File: src/rtl/reg_wb_arbiter.sv
// reg_wb_arbiter: oldest-first arbitration of ALU and LSU writebacks onto the single register-file write port
module reg_wb_arbiter #(
    parameter int DATA_W = 32,
    parameter int ADDR_W = 5
) (
    input  logic              clk,
    input  logic              rst,
    input  logic              alu_valid,
    output logic              alu_ready,
    input  logic [ADDR_W-1:0] alu_addr,
    input  logic [DATA_W-1:0] alu_data,
    input  logic              lsu_valid,
    output logic              lsu_ready,
    input  logic [ADDR_W-1:0] lsu_addr,
    input  logic [DATA_W-1:0] lsu_data,
    output logic              RegWrite,
    output logic [ADDR_W-1:0] WriteAddr,
    output logic [DATA_W-1:0] WriteData,
    output logic              busy
);
    logic              aluHoldValid, lsuHoldValid, lsuOlder;
    logic [ADDR_W-1:0] aluHoldAddr, lsuHoldAddr, grantAddr;
    logic [DATA_W-1:0] aluHoldData, lsuHoldData, grantData;
    logic              grantAlu, grantLsu, anyGrant, aluAcc, lsuAcc;

    always_comb begin
        grantLsu  = lsuHoldValid & (!aluHoldValid | lsuOlder);
        grantAlu  = aluHoldValid & (!lsuHoldValid | !lsuOlder);
        anyGrant  = grantAlu | grantLsu;
        grantAddr = grantLsu ? lsuHoldAddr : aluHoldAddr;
        grantData = grantLsu ? lsuHoldData : aluHoldData;
        alu_ready = !aluHoldValid | grantAlu;
        lsu_ready = !lsuHoldValid | grantLsu;
        aluAcc    = alu_valid & alu_ready;
        lsuAcc    = lsu_valid & lsu_ready;
        busy      = aluHoldValid | lsuHoldValid;
    end

    // A new ALU entry is never older than a held LSU entry; a simultaneous fill also favours the LSU.
    // When only the LSU fills, any surviving ALU entry is older; otherwise age is irrelevant or unchanged.
    always_ff @(posedge clk or negedge rst) begin
        if (!rst) begin
            aluHoldValid <= 1'b0;
            lsuHoldValid <= 1'b0;
            aluHoldAddr  <= '0;
            lsuHoldAddr  <= '0;
            aluHoldData  <= '0;
            lsuHoldData  <= '0;
            lsuOlder     <= 1'b0;
            RegWrite     <= 1'b0;
            WriteAddr    <= '0;
            WriteData    <= '0;
        end else begin
            aluHoldValid <= aluAcc | (aluHoldValid & !grantAlu);
            lsuHoldValid <= lsuAcc | (lsuHoldValid & !grantLsu);
            if (aluAcc) begin
                aluHoldAddr <= alu_addr;
                aluHoldData <= alu_data;
            end
            if (lsuAcc) begin
                lsuHoldAddr <= lsu_addr;
                lsuHoldData <= lsu_data;
            end
            lsuOlder <= aluAcc ? 1'b1 : lsuAcc ? 1'b0 : lsuOlder;
            RegWrite <= anyGrant && (grantAddr != '0);
            if (anyGrant) begin
                WriteAddr <= grantAddr;
                WriteData <= grantData;
            end
        end
    end
endmodule

File: config.mk
export PLATFORM = sky130hd
export DESIGN_NAME = reg_wb_arbiter
export DESIGN_NICKNAME = d
export VERILOG_FILES = /design/src/rtl/reg_wb_arbiter.sv
export SDC_FILE = /design/constraint.sdc
export NUM_CORES = 1
export LEC_CHECK = 0
export BUFFER_PORTS_ARGS = -buffer_cell sky130_fd_sc_hd__buf_2
export CORE_UTILIZATION = 53
export DETAILED_ROUTE_END_ITERATION = 10
export GPL_TIMING_DRIVEN = 0
export HOLD_SLACK_MARGIN = 0.06
export PLACE_DENSITY = 0.79
export SLEW_MARGIN = 20
export SYNTH_ARGS = -nofsm -noshare
export SYNTH_HDL_FRONTEND = slang
export SYNTH_SLANG_ARGS = --single-unit
File: constraint.sdc
create_clock -name clk -period 1.7 [get_ports clk]
set_input_delay 0 -clock clk [delete_from_list [all_inputs] [get_ports clk]]
set_output_delay 0 -clock clk [all_outputs]
set_load 0.05 [all_outputs]
# After elaboration in Yosys (flattened, before gate mapping)
# Index checks and enable logic that the tools add are counted.
[op_classes]
reduce_logical = 8
bitwise_logic = 14
n_mux = 4
[op_table]
columns = ["cell", "count"]
rows = [
  ["$mux W32", 1],
  ["$or A1 B1 Y1", 8],
  ["$and A1 B1 Y1", 6],
  ["$logic_not A1 Y1", 5],
  ["$mux W5", 1],
  ["$reduce_bool A5 Y1", 1],
  ["$mux W1", 2],
  ["$reduce_bool A2 Y1", 1],
  ["$logic_and A1 B1 Y1", 1],
]
[totals]
ff_bits = 115
in_bits = 78
out_inout_bits = 41
word_cells = 36

# Logic depth before layout (Yosys ltp)
[logic_depth]
depth_word = 7
ltp_mapped = 6
depth_no_buf = 3

# Worst setup path before layout
# No wires, ideal clock.
[synth_timing]
path_kind = "flip-flop to flip-flop"
from = "register lsuOlder"
to = "register lsuHoldAddr[0]"
n_path_buf = 1
path_stages_with_launch = 5
period_less_slack_ns = 1.946
t_arrival_ns = 1.821
setup_slack_ns = -0.246
cell_sequence = "dfrtp_1 nand3b_1 nand2_2 buf_4 mux2_2"
[synth_between]
elab_chain_cells = 4
[synth_rtl]
columns = ["element", "line_no", "text"]
rows = [
  ["from (decl)", "21", "logic aluHoldValid, lsuHoldValid, lsuOlder;"],
  ["from (signal assigned)", "64", "lsuOlder <= aluAcc ? 1'b1 : lsuAcc ? 1'b0 : lsuOlder;"],
  ["$or A1 B1 Y1", "27", "grantLsu = lsuHoldValid & (!aluHoldValid | lsuOlder);"],
  ["$and A1 B1 Y1", "27", ""],
  ["$or A1 B1 Y1", "33", "lsu_ready = !lsuHoldValid | grantLsu;"],
  ["net lsu_ready", "13", "output logic lsu_ready,"],
  ["$and A1 B1 Y1", "35", "lsuAcc = lsu_valid & lsu_ready;"],
  ["to (signal assigned)", "61", "lsuHoldAddr <= lsu_addr;"],
  ["to (decl)", "22", "logic [ADDR_W-1:0] aluHoldAddr, lsuHoldAddr, grantAddr;"],
]
# The timed path passes the listed nets, and every way through them passes these cells.
# A chain may end at the register's enable or synchronous reset.

# Worst setup path in the final report
[layout_timing]
from = "register aluHoldValid"
to = "output port busy"
[layout_between]
elab_chain_cells = 1
[layout_rtl]
columns = ["element", "line_no", "text"]
rows = [
  ["from (decl)", "21", ""],
  ["from (signal assigned)", "54", "aluHoldValid <= aluAcc | (aluHoldValid & !grantAlu);"],
  ["$or A1 B1 Y1", "36", "busy = aluHoldValid | lsuHoldValid;"],
  ["to (decl)", "19", "output logic busy"],
]
# Every way passes these cells.

==> flow_summary.rst <==
.. list-table::
   :header-rows: 1

   * - Metric
     - Value
   * - Die Height
     - 98.5 µm
   * - Library cell used as clock root buffer
     - clkbuf_8
   * - Effective utilization at floorplan
     - 55.8%
   * - Final-report hold violation count
     - 0
   * - Distinct cell type count after synthesis
     - 22
   * - Synth Net Count
     - 423
   * - Port-buffer cells
     - 118
   * - LEAKAGE
     - 3.24 nW
   * - Master of the slowest instance on the critical path
     - dfrtp_1
   * - GRT Util Overall
     - 28.5%
   * - Met1 Routed Length
     - 5.26 mm
   * - Setup repair after global routing missed its margin
     - yes
   * - Setup Slack @ Placement
     - 75.2 ps
   * - DR pass1 iterations
     - 7
   * - Critical path fanouts, max
     - 19
   * - Cell area after technology mapping
     - 4940 µm²
   * - Startpoint type of the worst setup path
     - register
   * - Number of filler cells placed in the layout
     - 517
   * - Die span in x
     - 98.5 µm
   * - Combinational cell fraction of total power
     - 25.8%
   * - Reported max-cap violation count
     - 0
   * - Share of layout cells above drive strength 1
     - 47.0%
   * - Setup Total Neg Slack
     - -8.61 ps
   * - Slew Limit Headroom
     - 63.0%
   * - Antenna diode instance count
     - 0
   * - Critical-path cell list
     - buf_4, buf_4, or2_4, buf_8
   * - Clock skew
     - 9.87 ps
   * - Avg Inst Size Synth
     - 14.3 µm²
   * - WL met2
     - 6.88 mm
   * - Pin count of the biggest net entering global routing
     - 62
   * - NetSw
     - 0.00305 W
   * - CTS HTree Levels
     - 4
   * - Final number of max-transition violations
     - 0
   * - Via count of the first global-routing pass
     - 4176
   * - Post-route setup slack
     - -8.61 ps
   * - Count of flip-flops with a built-in enable after synthesis
     - 0
   * - Hold/Removal Path Class
     - in -> reg
   * - Final hold slack
     - 239 ps
   * - Cell-internal power
     - 0.00638 W
   * - Number of warnings issued by yosys
     - 0
   * - Maximum buffer depth of the clock tree
     - 2
   * - Total area of multi-input combinational cells
     - 1900 µm²
   * - Core Rows
     - 34
   * - Total via count after detailed routing
     - 3837
   * - Worst IR drop on VDD
     - 775 µV
   * - Transition time at the pin with the least slew margin
     - 554 ps
   * - Most used flip-flop cell after synthesis
     - dfrtp_1
   * - Pwr dens
     - 1320 nW/µm²
   * - Placeable core region
     - 8850 µm²
   * - Drt wl/cell
     - 19.1 µm
   * - Part of the total power dissipated in the clock network
     - 36.6%
   * - Final Setup Violations
     - 1
   * - Wire length of the first global-routing pass
     - 20.9 mm
   * - Total DRC errors in the routed layout
     - 7
   * - Sequential element share of the synthesized area
     - 58.3%
   * - Area of the die
     - 9700 µm²
   * - Critical Path Sink Type
     - output port
   * - Register bit count reported by yosys
     - 115
   * - Clk Latency, worst-skew pair
     - 520 ps
   * - Most frequent standard cell in the layout excluding fill and tap cells
     - buf_2
   * - Post-route minimum period
     - 1710 ps
   * - FFs w/ async S/R, synth
     - 100%
   * - Clk slew on worst S/H paths
     - 60 ps
   * - Total Power
     - 0.00943 W
   * - DRC violation total after the first TritonRoute iteration
     - 158
   * - Fmax
     - 585 MHz
   * - Final wirelength
     - 13.1 mm
   * - Slowest Stage Delay on Critical Path
     - 390 ps
   * - Number of top-level pins
     - 119
   * - Cell count after synthesis
     - 345
   * - Most frequent cells in the layout
     - buf_2, dfrtp_1, dlygate4sd3_1
   * - Top layer in use
     - met4
   * - Final period utilization
     - 101%
   * - Arrival time reported for the critical path endpoint
     - 1710 ps
   * - Relative contribution of sequential cells to total power
     - 37.6%
   * - Number of nets with antenna violations after detailed routing
     - 0
   * - Overflow left after global routing
     - 0
   * - Sw Ratio
     - 32.4%
   * - Placed wire-length estimate
     - 7.58 mm
   * - Number of nets in the layout
     - 640
   * - Clock tree from TritonCTS
     - yes
   * - Worst EP required
     - 1700 ps
   * - Setup CP Type
     - reg -> out
   * - Reg area
     - 2880 µm²
   * - Met3 WL post-DR
     - 706 µm
   * - Avg Vias per Cell
     - 5.62
   * - Violated checks
     - DRC, setup timing
   * - Outcome
     - finished, violations left
   * - Clock tree sinks
     - 115
   * - Final cell utilization of the core
     - 80.5%
   * - Weighted congestion reported at the end of routability-driven placement
     - 0.773
   * - Number of buffers inserted during clock tree synthesis
     - 17
   * - Cell type with the highest occurrence count on the critical path
     - buf_4
   * - Area added between synthesis and finish
     - 44.3%
   * - Initial antenna violation count
     - 0
-- synth_stat cells, types with 2 or more instances --
| master | number | area [µm²] |
|---|---|---|
| mux2_1 | 19 | 214 |
| or4_1 | 2 | 15.0 |
| dfrtp_1 | 115 | 2880 |
| o21ai_0 | 2 | 10.0 |
| nand2_1 | 3 | 11.3 |
| a211o_1 | 37 | 324 |
| buf_2 | 12 | 60.1 |
| nand2b_1 | 3 | 18.8 |
| buf_4 | 6 | 45.0 |
| clkbuf_1 | 6 | 22.5 |
| o221a_2 | 37 | 417 |
| mux2_2 | 55 | 619 |
| nor2b_1 | 37 | 231 |
| buf_6 | 2 | 22.5 |
| buf_1 | 2 | 7.51 |
-- stage by stage --
stage,cells,area (µm²)
finish,683,7120
global route,683,7120
CTS,683,7110
detailed placement,572,5710
global placement,571,5680
floorplan,345,4950
-- per-layer routing --
layer  up-vias  global-route usage (%)
met4         0                    9.30
met5         -                       0
met2       132                    51.1
met3        21                    5.82
li1       1736                       -
met1      1948                    34.5
-- timing repair --
action	in CTS	in global routing
hold endpoints to repair	192	0
resized for setup	10	6
setup endpoints to repair	1	40
hold buffers	78	0
buffers inserted	3	0
-- worst max-delay path, delay by kind of cell (launching register included) --
family	cells	cell delay, ps
AND/OR/NAND/NOR	1	240
buffers and inverters	3	560
flip-flops	1	390
-- cells by family after synthesis --
| group | synth area share, % |
|---|---|
| AOI/OAI and AO/OA | 15.4 |
| buffers and inverters | 3.27 |
| DFF | 58.3 |
| muxes | 16.9 |
| and+or+nand+nor | 6.18 |
-- sequential cells by signal (all words and copies together), names as in the netlist --
signal and cells:
aluHoldData 32, lsuHoldAddr 5, WriteAddr 5, WriteData 32, lsuHoldData 32, aluHoldAddr 5
aluHoldValid 1, lsuOlder 1, lsuHoldValid 1, RegWrite 1
-- final cells by class --
type	instances	share of cell area, %
flip-flops and latches	115	40.4
multi-input cells	201	26.7
repair buffers	200	20.2
clock buffers	19	6.20
plain buffers	26	2.62
well taps	108	1.90
clock inverters	13	1.88
inverters	1	0.0527
-- power by group through the flow --
stage	combinational (W)	sequential, W	clock (W)
after floorplan	0.000933	0.00423	0
after global placement	0.00220	0.00354	0
after detailed placement	0.00225	0.00357	0
after CTS	0.00242	0.00353	0.00345
after global routing	0.00257	0.00360	0.00358
final	0.00244	0.00355	0.00345
-- worst paths after layout --
path                                       from               to  slack [ps]  cells past startpoint
worst min register to register  lsuHoldData[24]  lsuHoldData[24]         510                      1
max in group asynchronous                   rst   aluHoldData[7]         490                      4
worst max-delay path               aluHoldValid             busy          -9                      4
min in group asynchronous                   rst  lsuHoldData[25]         530                      3
worst min-delay path               alu_data[28]  aluHoldData[28]         240                      3
worst max register to register         lsuOlder   lsuHoldAddr[3]          90                      4
(Power assumes the default switching activity.)
